--- config.mk ---
export PLATFORM = sky130hd
export DESIGN_NAME = qam_demod_core
export DESIGN_NICKNAME = d
export VERILOG_FILES = /design/src/rtl/qam_demod_core.sv
export SDC_FILE = /design/constraint.sdc
export NUM_CORES = 1
export LEC_CHECK = 0
export BUFFER_PORTS_ARGS = -buffer_cell sky130_fd_sc_hd__buf_4
export CAP_MARGIN = 10
export CORE_MARGIN = 1.5
export CORE_UTILIZATION = 45
export CTS_CLUSTER_DIAMETER = 30
export DETAILED_ROUTE_END_ITERATION = 10
export SETUP_SLACK_MARGIN = 0.5
export SYNTH_ARGS = -nofsm -noshare
export SYNTH_HDL_FRONTEND = slang
export SYNTH_SLANG_ARGS = --single-unit
--- constraint.sdc ---
create_clock -name axi_clk -period 8.1 [get_ports axi_clk]
set_input_delay 1.62 -clock axi_clk [delete_from_list [all_inputs] [get_ports axi_clk]]
set_output_delay 1.62 -clock axi_clk [all_outputs]
set_load 0.01 [all_outputs]
--- src/rtl/qam_demod_core.sv ---
// qam_demod_core: real passband sample mixed with an internal NCO, integrated over SPS samples,
// then sliced per axis to Gray bits. Last sample of a symbol to dout_valid is a fixed 3 cycles.
module qam_demod_core #(
    parameter int               IN_W      = 10,
    parameter int               LUT_W     = 8,
    parameter int               NCO_W     = 16,
    parameter logic [NCO_W-1:0] PHASE_INC = 16'h2000,
    parameter int               SPS       = 8,
    localparam int              ACC_W     = IN_W + LUT_W + $clog2(SPS)
) (
    input  logic                    axi_clk,
    input  logic                    axi_rstn,
    input  logic                    qam_valid,
    input  logic signed [IN_W-1:0]  qam_in,
    input  logic                    sync,
    input  logic [1:0]              mode,
    input  logic [ACC_W-1:0]        thr,
    output logic                    dout_valid,
    output logic [5:0]              dout,
    output logic signed [ACC_W-1:0] sym_i,
    output logic signed [ACC_W-1:0] sym_q
);

    localparam int PROD_W = IN_W + LUT_W;
    localparam int CNT_W  = (SPS > 1) ? $clog2(SPS) : 1;
    localparam int SW     = ACC_W + 4;
    localparam logic [CNT_W-1:0] CNT_LAST = CNT_W'(SPS - 1);

    // Quarter-wave of round(127*sin(2*pi*k/256)), k = 0..64; amplitude matches LUT_W = 8.
    localparam logic [6:0] QSIN [65] = '{
        7'd0,   7'd3,   7'd6,   7'd9,   7'd12,  7'd16,  7'd19,  7'd22,  7'd25,  7'd28,
        7'd31,  7'd34,  7'd37,  7'd40,  7'd43,  7'd46,  7'd49,  7'd51,  7'd54,  7'd57,
        7'd60,  7'd63,  7'd65,  7'd68,  7'd71,  7'd73,  7'd76,  7'd78,  7'd81,  7'd83,
        7'd85,  7'd88,  7'd90,  7'd92,  7'd94,  7'd96,  7'd98,  7'd100, 7'd102, 7'd104,
        7'd106, 7'd107, 7'd109, 7'd111, 7'd112, 7'd113, 7'd115, 7'd116, 7'd117, 7'd118,
        7'd120, 7'd121, 7'd122, 7'd122, 7'd123, 7'd124, 7'd125, 7'd125, 7'd126, 7'd126,
        7'd126, 7'd127, 7'd127, 7'd127, 7'd127
    };

    function automatic logic signed [LUT_W-1:0] lut_sin(input logic [7:0] k);
        logic [6:0]              m;
        logic signed [LUT_W-1:0] s;
        m = k[6] ? (7'd64 - {1'b0, k[5:0]}) : {1'b0, k[5:0]};
        s = LUT_W'(signed'({1'b0, QSIN[m]}));
        return k[7] ? -s : s;
    endfunction

    // Number of decision boundaries k*2*thr (|k| <= lim) at or below v.
    function automatic logic [2:0] slice_idx(input logic signed [ACC_W-1:0] v,
                                             input logic [ACC_W-1:0] t, input int lim);
        logic signed [SW-1:0] v_x;
        logic signed [SW-1:0] t2_x;
        logic signed [SW-1:0] bnd;
        logic [2:0]           idx;
        v_x  = SW'(v);
        t2_x = SW'({t, 1'b0});
        idx  = 3'd0;
        for (int k = -3; k <= 3; k++) begin
            bnd = SW'(k) * t2_x;
            if ((k >= -lim) && (k <= lim) && (v_x >= bnd)) idx = idx + 3'd1;
        end
        return idx;
    endfunction

    function automatic logic [2:0] gray3(input logic [2:0] b);
        return b ^ (b >> 1);
    endfunction

    function automatic int mode_lim(input logic [1:0] md);
        case (md)
            2'd1:    return 1;
            2'd2:    return 3;
            default: return 0;
        endcase
    endfunction

    logic [NCO_W-1:0]         r_phase;
    logic [CNT_W-1:0]         r_cnt;
    logic [1:0]               r_mode_sym;
    logic                     r_v1, r_first1, r_last1;
    logic [1:0]               r_mode1, r_mode2;
    logic signed [PROD_W-1:0] r_prod_i, r_prod_q;
    logic                     r_dump2;
    logic signed [ACC_W-1:0]  r_acc_i, r_acc_q;
    logic                     r_dout_valid;
    logic [5:0]               r_dout;
    logic signed [ACC_W-1:0]  r_sym_i, r_sym_q;

    logic [NCO_W-1:0]         w_phase_use;
    logic [7:0]               w_lut_k;
    logic signed [LUT_W-1:0]  w_cos, w_sin;
    logic signed [PROD_W-1:0] w_mul_i, w_mul_q;
    logic signed [ACC_W-1:0]  w_ext_i, w_ext_q;
    logic                     w_first, w_last;
    logic [1:0]               w_mode_sym;
    int                       w_lim;
    logic [2:0]               w_gi, w_gq;
    logic [5:0]               w_dout;

    assign w_first     = (r_cnt == '0) | sync;
    assign w_last      = (r_cnt == CNT_LAST) & ~sync;
    assign w_mode_sym  = w_first ? mode : r_mode_sym;
    assign w_phase_use = sync ? '0 : r_phase;
    assign w_lut_k     = w_phase_use[NCO_W-1 -: 8];
    assign w_cos       = lut_sin(w_lut_k + 8'd64);
    assign w_sin       = lut_sin(w_lut_k);
    assign w_mul_i     = qam_in * w_cos;
    assign w_mul_q     = -(qam_in * w_sin);
    assign w_ext_i     = {{(ACC_W-PROD_W){r_prod_i[PROD_W-1]}}, r_prod_i};
    assign w_ext_q     = {{(ACC_W-PROD_W){r_prod_q[PROD_W-1]}}, r_prod_q};

    always_ff @(posedge axi_clk or negedge axi_rstn) begin
        if (!axi_rstn) begin
            r_phase    <= '0;
            r_cnt      <= '0;
            r_mode_sym <= '0;
        end else if (qam_valid) begin
            r_phase    <= w_phase_use + PHASE_INC;
            r_cnt      <= sync ? CNT_W'(1) : ((r_cnt == CNT_LAST) ? '0 : r_cnt + 1'b1);
            r_mode_sym <= w_mode_sym;
        end
    end

    always_ff @(posedge axi_clk or negedge axi_rstn) begin
        if (!axi_rstn) begin
            r_v1     <= 1'b0;
            r_first1 <= 1'b0;
            r_last1  <= 1'b0;
            r_mode1  <= '0;
            r_prod_i <= '0;
            r_prod_q <= '0;
        end else begin
            r_v1 <= qam_valid;
            if (qam_valid) begin
                r_first1 <= w_first;
                r_last1  <= w_last;
                r_mode1  <= w_mode_sym;
                r_prod_i <= w_mul_i;
                r_prod_q <= w_mul_q;
            end
        end
    end

    always_ff @(posedge axi_clk or negedge axi_rstn) begin
        if (!axi_rstn) begin
            r_dump2 <= 1'b0;
            r_mode2 <= '0;
            r_acc_i <= '0;
            r_acc_q <= '0;
        end else begin
            r_dump2 <= r_v1 & r_last1;
            if (r_v1) begin
                r_mode2 <= r_mode1;
                r_acc_i <= r_first1 ? w_ext_i : r_acc_i + w_ext_i;
                r_acc_q <= r_first1 ? w_ext_q : r_acc_q + w_ext_q;
            end
        end
    end

    always_comb begin
        w_lim  = mode_lim(r_mode2);
        w_gi   = gray3(slice_idx(r_acc_i, thr, w_lim));
        w_gq   = gray3(slice_idx(r_acc_q, thr, w_lim));
        w_dout = {4'b0000, w_gi[0], w_gq[0]};
        case (r_mode2)
            2'd1:    w_dout = {2'b00, w_gi[1:0], w_gq[1:0]};
            2'd2:    w_dout = {w_gi, w_gq};
            default: w_dout = {4'b0000, w_gi[0], w_gq[0]};
        endcase
    end

    always_ff @(posedge axi_clk or negedge axi_rstn) begin
        if (!axi_rstn) begin
            r_dout_valid <= 1'b0;
            r_dout       <= '0;
            r_sym_i      <= '0;
            r_sym_q      <= '0;
        end else begin
            r_dout_valid <= r_dump2;
            if (r_dump2) begin
                r_dout  <= w_dout;
                r_sym_i <= r_acc_i;
                r_sym_q <= r_acc_q;
            end
        end
    end

    assign dout_valid = r_dout_valid;
    assign dout       = r_dout;
    assign sym_i      = r_sym_i;
    assign sym_q      = r_sym_q;

endmodule

# Yosys cells after proc, flatten, opt, wreduce, memory -nomap -nowiden
# Memory sizes are Yosys's and may differ from the RTL's.
# Cells that the tools add are included.
word_totals:
  reg_bits: 154
  mem_count: 2
  word_cells: 141
  out_inout_bits: 49
  mem_bits_ro: 1792
  input_bits: 37
mem_list:
  columns: ["name", "depth", "width", "read_ports", "rd_ports_with_merged_regs", "write_ports", "line_no", "rtl"]
  rows:
  - ["(name not given)", 128, 7, 1, 0, 0, "44", "s = LUT_W'(signed'({1'b0, QSIN[m]}));"]
  - ["(name not given)", 128, 7, 1, 0, 0, "44", null]
op_classes:
  multipliers: 4
  n_eq_ne: 3
  bitwise: 8
  addsub: 25
  reduce_logical: 23
  n_mux: 30
  order_cmp: 30
ops:
  columns: ["operator", "n"]
  rows:
  - ["greater-or-equal comparator 21 x 25 -> 1 bit", 8]
  - ["greater-or-equal comparator 3 x 32 -> 1 bit (first input constant)", 3]
  - ["greater-or-equal comparator 1 x 32 -> 1 bit (first input constant)", 2]
  - ["greater-or-equal comparator 2 x 32 -> 1 bit (first input constant)", 2]
  - ["greater-or-equal comparator 21 x 24 -> 1 bit", 2]
  - ["greater-or-equal comparator 21 x 23 -> 1 bit", 2]
  - ["adder 21 x 18 -> 21 bit", 2]
  - ["greater-or-equal comparator 21 x 1 -> 1 bit (second input constant)", 2]
  - ["2-to-1 mux 21 bit", 2]
  - ["2-to-1 mux 3 bit", 14]
  - ["2-to-1 mux 7 bit", 6]
  - ["adder 3 x 1 -> 3 bit (second input constant)", 13]
  - ["multiplier 10 x 8 -> 18 bit", 2]
  - ["negator 2 -> 32 bit", 1]
  - ["multiplier 3 x 22 -> 24 bit (first input constant)", 1]
  - ["negator 21 -> 24 bit", 1]
  - ["multiplier 2 x 21 -> 23 bit (first input constant)", 1]
  - ["negator 21 -> 23 bit", 1]
  - ["logical AND 1 bit", 21]
  - ["negator 18 bit", 1]
  - ["adder 16 x 14 -> 16 bit (second input constant)", 1]
  - ["greater-or-equal comparator 8 bit (second input constant)", 2]
  - ["2-to-1 mux 16 bit", 1]
  - ["2-to-1 mux 8 bit", 2]
  - ["22 further kinds", 30]

# Depth between registers and ports, before layout
depth:
  word_depth: 21
  ltp_mapped: 41
  mapped_depth_nobuf: 40

# Worst setup path before layout
# Ideal clock, no wire load.
synth_path:
  path_type: "input port to flip-flop"
  start: "input sync"
  end: "register r_prod_i[17]"
  slack_ps: -2040
  path_stages: 34
  setup_ps: 120
  arrival_time_ps: 10020
  path_buffers: 2
  required_ps: 7980
  path_cell_list: "buf_2 nor2b_1 inv_1 ha_1 mux2i_1 inv_2 ha_1 clkbuf_1 mux4_2 nand2_1 o21ai_1 o211ai_1 inv_1 ha_1 a311oi_1 xnor2_1 and2_1 fa_1 fa_1 inv_1 fa_1 fa_1 inv_1 ha_1 a21oi_1 o21ai_0 a21oi_1 o21ai_0 a21oi_1 nor2b_1 o31ai_1 a211oi_1 or3_1 a31o_2"
synth_via:
  elab_chain_len: 11
synth_rtl:
  columns: ["element", "line_no", "rtl"]
  rows:
  - ["from (decl)", "15", "input logic sync,"]
  - ["2-to-1 mux 16 bit *", "103", "assign w_phase_use = sync ? '0 : r_phase;"]
  - ["named net w_phase_use[8]", "89", "logic [NCO_W-1:0] w_phase_use;"]
  - ["adder 8 x 7 -> 8 bit *", "105", "assign w_cos = lut_sin(w_lut_k + 8'd64);"]
  - ["subtractor 7 x 6 -> 7 bit", "43", "m = k[6] ? (7'd64 - {1'b0, k[5:0]}) : {1'b0, k[5:0]};"]
  - ["2-to-1 mux 7 bit", "43", null]
  - ["inverter 7 -> 8 bit (not written as such)", "44", null]
  - ["memory read (128 x 7 bit)", null, null]
  - ["2-to-1 mux 7 bit (not written as such) (2 in a row)", "44", null]
  - ["negator 7 -> 8 bit", "45", "return k[7] ? -s : s;"]
  - ["2-to-1 mux 8 bit *", "45", null]
  - ["multiplier 10 x 8 -> 18 bit *", "107", "assign w_mul_i = qam_in * w_cos;"]
  - ["to (signal assigned)", "138", "r_prod_i <= w_mul_i;"]
  - ["to (decl)", "82", "logic signed [PROD_W-1:0] r_prod_i, r_prod_q;"]
# Mark *: on every way through the listed nets, which the timed path passes. The rest lies on a longest branch. The select of a mux whose other input is x is not followed.
# A chain may end at the register's enable or synchronous reset.

# Final worst setup path
layout_path:
  start: "input thr[1]"
  end: "register r_dout[0] (netlist: dout[0])"
layout_via:
  elab_chain_len: 18
layout_rtl:
  columns: ["element", "line_no", "rtl"]
  rows:
  - ["from (decl)", "17", "input logic [ACC_W-1:0] thr,"]
  - ["multiplier 3 x 22 -> 24 bit", "59", "bnd = SW'(k) * t2_x;"]
  - ["greater-or-equal comparator 21 x 25 -> 1 bit", "60", "if ((k >= -lim) && (k <= lim) && (v_x >= bnd)) idx = idx + 3'd1;"]
  - ["logical AND 1 bit", "60", null]
  - ["2-to-1 mux 1 bit", "60", null]
  - ["adder 3 x 1 -> 3 bit", "60", null]
  - ["2-to-1 mux 3 bit", "60", null]
  - ["adder 3 x 1 -> 3 bit", "60", null]
  - ["2-to-1 mux 3 bit", "60", null]
  - ["(+2 left out)", null, null]
  - ["adder 3 x 1 -> 3 bit", "60", null]
  - ["2-to-1 mux 3 bit", "60", null]
  - ["adder 3 x 1 -> 3 bit", "60", null]
  - ["2-to-1 mux 3 bit", "60", null]
  - ["adder 3 x 1 -> 3 bit", "60", null]
  - ["2-to-1 mux 3 bit *", "60", null]
  - ["bitwise XOR 3 x 2 -> 3 bit *", "66", "return b ^ (b >> 1);"]
  - ["one-hot mux 6 bit (2 select lines) *", "165", "case (r_mode2)"]
  - ["to (signal assigned)", "181", "r_dout <= w_dout;"]
  - ["to (decl)", "86", "logic [5:0] r_dout;"]
# Mark *: on every way between the ends. The rest lies on a longest branch, timed or not.

==> flow_summary.json <==
{
  "status": "complete, but fails checks",
  "violations": "setup timing",
  "cpMostUsedCell": "ha_4",
  "clk_pin_slew_ps": 90,
  "synth_top_area_frac": 0.256,
  "synthTopCellsByArea": "ha_1 (26%), dfrtp_1 (15%), fa_1 (11%)",
  "p_per_area_nw_per_um2": 489,
  "wirelength_um": 74500,
  "cts_made_buffers": 17,
  "synth_top_cell_by_area": "ha_1",
  "hold_viol": 0,
  "required_ps": 8470,
  "fmax_mhz": 116,
  "die_x_um": 236,
  "root_buffer": "clkbuf_16",
  "dieArea_sq_um": 55600,
  "antenna_found_initial": 0,
  "hp-class": "flip-flop to flip-flop",
  "drt_first_pass_iters": 5,
  "core_area_sq_um": 53700,
  "startpoint": "thr[1]",
  "ys_seq_area_frac": 0.150,
  "io-pin-count": 86,
  "start_util": 0.454,
  "placedCellCount": 3839,
  "dpl_worst_slack_ps": -1150,
  "dp_hpwl_um": 58300,
  "cts_tree": "done",
  "wire_per_inst_um": 18.8,
  "insertion_delay_ps": 490,
  "crit_fanout": 3,
  "critical_path.endpoint_type": "flip-flop",
  "drive_gt1_frac": 0.279,
  "grt_usage": 0.269,
  "areaGrowthSynthToFinish_pct": 29.2,
  "hp-start": "r_mode1[1]",
  "synth_nets": 3441,
  "fin_crit_sh": 1.06,
  "rsz0062_at_grt": "yes",
  "fp.dieH_um": 236,
  "nFillCells": 4595,
  "irDropWorstVdd_uv": 398,
  "layout.cells.non_filler": 3963,
  "multi_input_area_sq_um": 21100,
  "worst-setup-path-type": "input port to flip-flop",
  "drt-initial-drc-count": 981,
  "setup_violations": 7,
  "total_power_mw": 15.4,
  "ys_warn_count": 0,
  "syn_area_per_cell_sq_um": 8.81,
  "synth_cells": 2770,
  "slowest_delay_ps": 380,
  "cts_buffer_depth": 2,
  "async_flop_share": 1.00,
  "grt_pass1_wl_um": 119000,
  "seqCellArea_sq_um": 3660,
  "cts.sinks": 146,
  "ant_nets": 0,
  "critPathArrivalTime_ps": 8960,
  "drcViolationCount": 0,
  "vias_per_cell": 5.60,
  "crit_path_start_kind": "input port",
  "portBuffers": 85,
  "synth_seq_cells": 146,
  "gp_congestion": 0.900,
  "cp_slowest_cell": "a2111oi_2",
  "fin_skew_ps": 18.3,
  "p_leak_nw": 15.1,
  "max_cap_viol_count": 0,
  "fin_crit_ps": 8590,
  "syn-cell-area_sq_um": 24400,
  "dr_total_vias": 22179,
  "grt_overflow": 0,
  "synth_edf_count": 0,
  "rr_startpoint": "r_phase[8]",
  "tightest_slew_ps": 1080,
  "setup_ws_ps": -494,
  "grt_max_degree": 87,
  "utilization": 0.587,
  "drv_slew": 0,
  "ys.flop_type": "dfrtp_1",
  "relSlewSlack": 0.275,
  "fp-row-count": 85,
  "layout.nets": 3924,
  "grt_pass1_vias": 23051,
  "synth_cell_types": 100,
  "h-tree-depth": 4
}
## metrics by stage
stage                     TNS [ps]  hold WS (ps)  cell area (sq um)
after global routing         -5050           513              31500
after floorplan             -12630           352              24800
final                        -1580           478              31500
after global placement      -13880           465              28700
after detailed placement    -16440           478              28700
after CTS                    -2180           479              30800
## repair_timing
item,CTS,global route
hold buffers,0,0
buffers inserted,66,23
pin swaps,176,85
endpoints found under the hold margin,0,0
endpoints found under the setup margin,24,25
gates cloned,1,1
gates resized for setup,208,89
## critical path, delay by kind of cell
family | cells | cell delay, ps
compound gates | 12 | 2130
mux | 4 | 880
fa+ha+maj | 10 | 2540
buf+inv | 6 | 510
xor+xnor | 2 | 400
simple gates | 7 | 850
## worst paths after layout
path                       slack (ps)            to  cells after the start
max                              -490       dout[0]                     41
min                               480    r_mode2[1]                      2
max reg2reg                       670  r_prod_q[16]                     36
min reg2reg                       480    r_mode2[1]                      2
max in group asynchronous        5390          r_v1                      2
min in group asynchronous        1180   r_prod_q[5]                      1
## routing by layer
layer | vias up | track usage | share of wire
li1 | 10747 | - | -
met1 | 10845 | 0.320 | 0.42
met2 | 452 | 0.487 | 0.51
met3 | 135 | 0.0273 | 0.033
met4 | 0 | 0.118 | 0.043
met5 | - | 0 | 0
## state kept, by name (all words and copies together), names as in the netlist, 6 cells and up
register and cells:
r_phase 8, r_acc_i 21, sym_q 21, sym_i 21, dout 6, r_acc_q 21, r_prod_q 18, r_prod_i 18
## cell families (layout without fill, tap and decap cells)
logic type               Yosys count  count (layout)  share of synthesized area
adder cells (fa/ha/maj)          634             634                      0.366
AND/OR/NAND/NOR                  741             741                      0.151
AO/OA/AOI/OAI                    663             663                      0.178
flip-flops                       146             146                      0.150
other                              0               1                          0
XOR/XNOR                         152             152                     0.0564
buffers and inverters            335             831                     0.0532
multiplexers                      99              99                     0.0454
## where the power goes
part / total, mW / internal (mW) / switching (mW)
clock: 0.844 / 0.442 / 0.401
sequential: 1.70 / 1.06 / 0.648
combinational: 12.9 / 6.99 / 5.87
## final cells by class
type	instances	share of cell area
multi-input cells	2289	0.671
repair buffers	533	0.134
flip-flops and latches	146	0.116
inverters	266	0.0323
well taps	696	0.0276
clock buffers	17	0.0135
clock inverters	15	0.00584
diodes	1	0.0000794
## placed cells by master (no fill, tap or decap), drive strengths merged, types with 7 or more instances in the layout
cell type,netlist,routed
a2111oi,9,9
a211oi,14,14
a21boi,13,13
a21o,69,69
a21oi,211,211
a221oi,8,8
a31oi,16,16
and2,99,99
and3,15,15
buf,25,532
clkbuf,44,17
dfrtp,146,146
fa,134,134
ha,500,500
inv,265,271
mux2,73,73
mux2i,24,24
nand2,176,176
nand2b,34,34
nand3,40,40
nand4,36,36
nor2,193,193
nor2b,39,39
nor3,49,49
nor4,7,7
o211ai,29,29
o21a,46,46
o21ai,133,133
o21bai,12,12
o31ai,20,20
o41ai,10,10
or2,19,19
or3,8,8
xnor2,105,105
xor2,45,45
## Yosys cell counts, types with 10 or more instances
library cell and count:
clkbuf_1 44, nor3_1 48, a31oi_1 15, nand2_1 175, and2_1 99, ha_1 500
a21oi_1 209, a21boi_0 10, xnor2_1 103, o21ai_0 129, nor2_1 192, or2_2 13
mux2_2 73, o31ai_1 17, nand2b_1 34, a21o_1 69, and3_1 15, nor2b_1 39
buf_2 11, mux2i_1 24, inv_1 262, o21a_1 45, nand4_1 36, nand3_1 38
dfrtp_1 146, o21bai_1 11, xor2_1 45, a211oi_1 14, o211ai_1 28, fa_1 134
Note: power is estimated with default switching activity, not from simulation.
